## config.mk

```make
export PLATFORM = sky130hd
export DESIGN_NAME = display7seg_decoder_flat
export DESIGN_NICKNAME = d
export VERILOG_FILES = /design/src/rtl/display7seg_decoder_if.sv /design/src/rtl/display7seg_decoder.sv /design/src/flat_wrapper.sv
export SDC_FILE = /design/constraint.sdc
export NUM_CORES = 1
export LEC_CHECK = 0
export ABC_AREA = 1
export CAP_MARGIN = 40
export CELL_PAD_IN_SITES_DETAIL_PLACEMENT = 0
export CELL_PAD_IN_SITES_GLOBAL_PLACEMENT = 1
export CORE_ASPECT_RATIO = 1.1
export CORE_MARGIN = 4
export CORE_UTILIZATION = 41
export DETAILED_ROUTE_END_ITERATION = 8
export HOLD_SLACK_MARGIN = 0.03
export PLACE_DENSITY_LB_ADDON = 0.25
export SETUP_SLACK_MARGIN = 0.2
export SLEW_MARGIN = 20
export SYNTH_ARGS = -nofsm -noshare
export SYNTH_HDL_FRONTEND = slang
export SYNTH_SLANG_ARGS = --single-unit
```

## constraint.sdc

```tcl
create_clock -name clk -period 3.8 [get_ports clk]
set_clock_uncertainty 0.1 [all_clocks]
set_input_delay 0.38 -clock clk [delete_from_list [all_inputs] [get_ports clk]]
set_output_delay 0.38 -clock clk [all_outputs]
set_load 0.01 [all_outputs]
```

## src/rtl/display7seg_decoder_if.sv

```systemverilog
// Handshake bundle for the 7-segment-to-binary decoder: segment input word,
// decoded result and the valid/ready pairs on both sides.
interface display7seg_decoder_if;
    logic        in_valid;
    logic        in_ready;
    logic [6:0]  seg_unidade;
    logic [6:0]  seg_dezena;
    logic [6:0]  seg_centena;
    logic [6:0]  seg_milhar;
    logic [13:0] valor;
    logic [3:0]  erro_mask;
    logic        out_valid;
    logic        out_ready;

    modport master (
        output in_valid, seg_unidade, seg_dezena, seg_centena, seg_milhar, out_ready,
        input  in_ready, valor, erro_mask, out_valid
    );

    modport slave (
        input  in_valid, seg_unidade, seg_dezena, seg_centena, seg_milhar, out_ready,
        output in_ready, valor, erro_mask, out_valid
    );
endinterface

```

## src/rtl/display7seg_decoder.sv

```systemverilog
// Decodes four active-low 7-segment digit patterns back into a binary value
// 0..9999, one digit per cycle (thousands first), flagging invalid patterns.
//
//   state | meaning
//   IDLE  | ready for a word; in_ready=1
//   CONV  | accumulating one digit per cycle, index 0..3 = milhar..unidade
//   DONE  | result presented; out_valid=1 until out_ready
module display7seg_decoder #(
    parameter bit BLANK_IS_ZERO = 1'b1
) (
    input logic                  clk,
    input logic                  reset,
    display7seg_decoder_if.slave bus
);

    typedef enum logic [1:0] {
        IDLE = 2'd0,
        CONV = 2'd1,
        DONE = 2'd2
    } state_t;

    state_t           state, state_nxt;
    logic [3:0][6:0]  seg_q;
    logic [13:0]      acc;
    logic [3:0]       mask_acc;
    logic [1:0]       idx;
    logic [13:0]      valor_q;
    logic [3:0]       erro_mask_q;

    logic [6:0]       cur_seg;
    logic [3:0]       digit;
    logic             dig_err;
    logic [13:0]      acc_nxt;
    logic [3:0]       mask_nxt;
    logic             accept;

    assign bus.in_ready  = (state == IDLE);
    assign bus.out_valid = (state == DONE);
    assign bus.valor     = valor_q;
    assign bus.erro_mask = erro_mask_q;

    assign accept  = (state == IDLE) && bus.in_valid;
    assign cur_seg = seg_q[idx];

    always_comb begin
        digit   = 4'd0;
        dig_err = 1'b0;
        case (cur_seg)
            7'b1000000: digit = 4'd0;
            7'b1111001: digit = 4'd1;
            7'b0100100: digit = 4'd2;
            7'b0110000: digit = 4'd3;
            7'b0011001: digit = 4'd4;
            7'b0010010: digit = 4'd5;
            7'b0000010: digit = 4'd6;
            7'b1111000: digit = 4'd7;
            7'b0000000: digit = 4'd8;
            7'b0010000: digit = 4'd9;
            7'b1111111: dig_err = !BLANK_IS_ZERO;
            default:    dig_err = 1'b1;
        endcase
    end

    // acc*10 as shift-add; result never exceeds 9999 so 14 bits suffice.
    always_comb begin
        acc_nxt  = (acc << 3) + (acc << 1) + {10'd0, digit};
        mask_nxt = mask_acc;
        if (dig_err) begin
            mask_nxt[2'd3 - idx] = 1'b1;
        end
    end

    always_ff @(posedge clk or negedge reset) begin
        if (!reset) begin
            state <= IDLE;
        end else begin
            state <= state_nxt;
        end
    end

    always_comb begin
        state_nxt = state;
        case (state)
            IDLE: if (bus.in_valid) state_nxt = CONV;
            CONV: if (idx == 2'd3)  state_nxt = DONE;
            DONE: if (bus.out_ready) state_nxt = IDLE;
            default: state_nxt = IDLE;
        endcase
    end

    always_ff @(posedge clk or negedge reset) begin
        if (!reset) begin
            seg_q       <= '0;
            acc         <= '0;
            mask_acc    <= '0;
            idx         <= '0;
            valor_q     <= '0;
            erro_mask_q <= '0;
        end else if (accept) begin
            seg_q    <= {bus.seg_unidade, bus.seg_dezena, bus.seg_centena, bus.seg_milhar};
            acc      <= '0;
            mask_acc <= '0;
            idx      <= '0;
        end else if (state == CONV) begin
            acc      <= acc_nxt;
            mask_acc <= mask_nxt;
            idx      <= idx + 2'd1;
            if (idx == 2'd3) begin
                valor_q     <= acc_nxt;
                erro_mask_q <= mask_nxt;
            end
        end
    end

endmodule

```

## src/flat_wrapper.sv

```systemverilog
// flat-port wrapper written by rule: the top's interface ports become plain ports
module display7seg_decoder_flat 
#(
    parameter bit BLANK_IS_ZERO = 1'b1
)
  (clk, reset, bus_in_valid, bus_seg_unidade, bus_seg_dezena, bus_seg_centena, bus_seg_milhar, bus_out_ready, bus_in_ready, bus_valor, bus_erro_mask, bus_out_valid);
  display7seg_decoder_if bus_i ();
  input logic clk;
  input logic reset;
  input wire logic [$bits(bus_i.in_valid)-1:0] bus_in_valid;
  input wire logic [$bits(bus_i.seg_unidade)-1:0] bus_seg_unidade;
  input wire logic [$bits(bus_i.seg_dezena)-1:0] bus_seg_dezena;
  input wire logic [$bits(bus_i.seg_centena)-1:0] bus_seg_centena;
  input wire logic [$bits(bus_i.seg_milhar)-1:0] bus_seg_milhar;
  input wire logic [$bits(bus_i.out_ready)-1:0] bus_out_ready;
  output wire logic [$bits(bus_i.in_ready)-1:0] bus_in_ready;
  output wire logic [$bits(bus_i.valor)-1:0] bus_valor;
  output wire logic [$bits(bus_i.erro_mask)-1:0] bus_erro_mask;
  output wire logic [$bits(bus_i.out_valid)-1:0] bus_out_valid;
  assign bus_i.in_valid = bus_in_valid;
  assign bus_i.seg_unidade = bus_seg_unidade;
  assign bus_i.seg_dezena = bus_seg_dezena;
  assign bus_i.seg_centena = bus_seg_centena;
  assign bus_i.seg_milhar = bus_seg_milhar;
  assign bus_i.out_ready = bus_out_ready;
  assign bus_in_ready = bus_i.in_ready;
  assign bus_valor = bus_i.valor;
  assign bus_erro_mask = bus_i.erro_mask;
  assign bus_out_valid = bus_i.out_valid;
  display7seg_decoder #(.BLANK_IS_ZERO(BLANK_IS_ZERO)) u_core (.clk(clk), .reset(reset), .bus(bus_i));
endmodule
```

==> results.yml <==
run_status:
  status: "finished clean"
clock_tree:
  cts-root-buf: "clkbuf_8"
  clkTransAtPathRegs_ns: 0.07
  cts_buffers: 9
  cts_tree: "yes"
  cts-htree-levels: 3
  cts_max_path_buffers: 2
  clk_latency_ns: 0.34
  cts.sinks: 67
hold_path:
  hold_class: "in2async"
run:
  maxCapViolCount: 0
placed_design:
  place_ws_ns: 0.300
  place_congestion: 0.857
  place_inst: 682
  port_buffers: 51
  hpwl_um: 6840
cells_and_area:
  fillCellCount: 934
  num-nets-final: 645
  regArea_mm2: 0.00168
  layout_commonest_cell: "nand2_1"
  antennaDiodeCount: 0
  most-common-layout-cells: "206 x nand2_1, 66 x dfrtp_1, 50 x clkdlybuf4s50_1, 35 x inv_1, 33 x nand3_1"
  multi_input_area_mm2: 0.00216
  fin_cells: 707
  drive_gt1_share_pct: 15.3
  area_delta_synth_final_pct: 22.4
setup_path:
  r2r-start: "u_core.idx[0]"
  max_stage_delay_ns: 0.55
  cp_common_cell: "nand2_1"
  crit_type: "reg2reg"
  r2r_cells: 19
  startpoint_type: "flip-flop"
  r2r-end: "u_core.acc[9]"
  r2r_setup_slack_ns: 0.47
  cp_cell_sequence: "buf_6, nand2_1, nand3_1, nand2_1, nand2_1, nor2_4, nand2_4, fa_1, inv_1, ha_1, nand3_1, nand2_1, nand2_1, nand2_1, o21ai_1, o21ai_2, buf_4, xnor2_1, o21ai_1"
  cp-end-kind: "flip-flop"
  endpoint: "u_core.acc[9]"
  cp_max_fo: 5
  crit_path_start: "u_core.idx[0]"
  critical_path_required_ns: 3.91
  critPathSlowestCell: "fa_1"
  arrival_ns: 3.45
detailed_routing:
  final_antenna_net_count: 0
  postRouteWirelength_um: 9320
  wire_per_inst_um: 13.2
  drt_iter0_markers: 116
  via_per_inst: 4.86
  vias: 3434
  drc: 0
  first_pass_iters: 4
sta:
  max-slew-margin-rel_pct: 65.3
  setup_ws_ns: 0.467
  fmax_ghz: 0.300
  rsz0062_at_grt: "false"
  hold_ws_ns: 0.294
  final-max-slew-violation-count: 0
  tns_ns: 0
  min_period_over_period_pct: 87.7
  fin_crit_ns: 3.33
  setup_viol: 0
  hold_violations: 0
  tightest_slew_ns: 0.519
power_and_ir_drop:
  irDropWorstVdd_mv: 0.282
  p_leak_nw: 2.66
  p_per_area_mw_per_mm2: 815
die:
  num_rows: 37
  io_pins: 52
  initial_utilization_pct: 42.9
  die_h_um: 113
  die_area_mm2: 0.0116
  core_area_mm2: 0.00954
  die_x_um: 103
yosys:
  syn_nets: 582
  synth_area_mm2: 0.00409
  ys_seq_area_share_pct: 41.0
  synth_cell_type_count: 34
  postSynthCellCount: 522
  ys_seq_elements: 67
  syn_avg_cell_area_um2: 7.83
  yosysWarnings: 0
grt:
  grt_overflow: 0
  grt_usage_pct: 17.2
  antenna_found_initial: 0
  grt_pass1_vias: 3464
  grt_max_degree: 36
  grt_pass1_wl_um: 16000
[per-layer routing]
metal	vias to the layer above	part of all wire (%)	GRT usage [%]
met5	-	0	0
met4	0	0.91	6.30
met3	6	3.0	4.19
met2	57	53	30.0
met1	1602	43	20.2
li1	1769	-	-
[cell families (layout without fill, tap and decap cells)]
kind of cell / Yosys count / count (layout) / synth area share [%]
AND/OR/NAND/NOR: 314 / 314 / 35.8
XOR/XNOR: 7 / 7 / 1.50
AO/OA/AOI/OAI: 49 / 49 / 6.31
flip-flops: 67 / 67 / 41.0
buffers and inverters: 57 / 125 / 6.43
adder cells (fa/ha/maj): 28 / 28 / 8.94
[metrics by stage]
step | util [%] | power, mW | area [µm²]
floorplan | - | 2.86 | 4090
global route | 52.5 | 4.48 | 5000
CTS | 51.2 | 4.04 | 4880
finish | 52.5 | 4.08 | 5000
detailed placement | 49.2 | 3.45 | 4690
global placement | 49.2 | 3.40 | 4690
[critical path, delay by kind of cell, from the launching register on]
kind	cells	cell delay, ns
xor gates and xnor gates	1	0.20
DFF	1	0.48
AOI/OAI and AO/OA	3	0.33
and+or+nand+nor	10	0.90
buffers and inverters	3	0.36
adders and majority gates	2	0.83
[worst min path at each step]
| stage | start | end | slack (ns) | depth (start not counted) |
|---|---|---|---|---|
| finish | reset | u_core.seg_q[13] | 0.29 | 2 |
| global route | reset | u_core.seg_q[5] | 0.29 | 2 |
| CTS | reset | u_core.seg_q[12] | 0.05 | 1 |
| detailed placement | u_core.bus.erro_mask[2] | u_core.bus.erro_mask[2] | 0.37 | 2 |
| global placement | u_core.bus.valor[12] | u_core.bus.valor[12] | 0.36 | 2 |
| floorplan | reset | u_core.acc[0] | -0.02 | 0 |
[cell usage after synthesis]
| cell type | n | share of area, % |
|---|---|---|
| xnor2_1 | 4 | 0.86 |
| xor2_1 | 3 | 0.64 |
| clkbuf_8 | 1 | 0.34 |
| nor2_8 | 1 | 0.49 |
| o22ai_1 | 1 | 0.15 |
| buf_12 | 1 | 0.49 |
| dfrtp_1 | 67 | 41 |
| nor2_2 | 8 | 1.2 |
| nand2_2 | 19 | 2.9 |
| or2_2 | 1 | 0.15 |
| a21o_1 | 1 | 0.18 |
| clkinv_1 | 2 | 0.18 |
| nand4_1 | 3 | 0.46 |
| inv_2 | 4 | 0.37 |
| a221oi_1 | 1 | 0.21 |
| o21ai_0 | 30 | 3.7 |
| a21oi_1 | 11 | 1.3 |
| buf_1 | 1 | 0.092 |
| nand2_4 | 10 | 2.8 |
| o21ai_1 | 3 | 0.37 |
| buf_4 | 2 | 0.37 |
| fa_1 | 2 | 0.98 |
| ha_1 | 26 | 8.0 |
| o21bai_1 | 1 | 0.18 |
| nand3_2 | 8 | 2.0 |
| o31ai_1 | 1 | 0.18 |
| clkbuf_1 | 9 | 0.83 |
| nand2_1 | 206 | 19 |
| nand3_1 | 34 | 4.2 |
| nor3_1 | 1 | 0.12 |
| buf_6 | 2 | 0.55 |
| inv_1 | 35 | 3.2 |
| nor2_4 | 3 | 0.83 |
| nor2_1 | 20 | 1.8 |
[timing repair]
| action | CTS | global route |
|---|---|---|
| buffers inserted | 0 | 6 |
| resized for setup | 0 | 17 |
| endpoints found under the setup margin | 0 | 7 |
| endpoints found under the hold margin | 0 | 34 |
| hold buffers | 0 | 1 |
[power by group]
part	switching (mW)	internal (mW)
Clock	0.259	0.308
Combinational	1.37	0.897
Sequential	0.217	1.02
Total	1.85	2.23
[sequential cells by signal, summed over array words and instances (netlist names)]
signal                cells
u_core.idx                2
u_core.acc               13
u_core.mask_acc           4
u_core.seg_q             28
u_core.bus.erro_mask      4
u_core.state              2
u_core.bus.valor         14
[area by class of cell]
class / instances / share of cell area (%)
Clock buffer: 15 / 3.73
Clock inverter: 1 / 0.100
Inverter: 41 / 3.27
Multi-Input combinational cell: 398 / 43.2
Sequential cell: 67 / 33.5
Tap cell: 117 / 2.92
Timing Repair Buffer: 68 / 13.2
(Power assumes the default switching activity.)
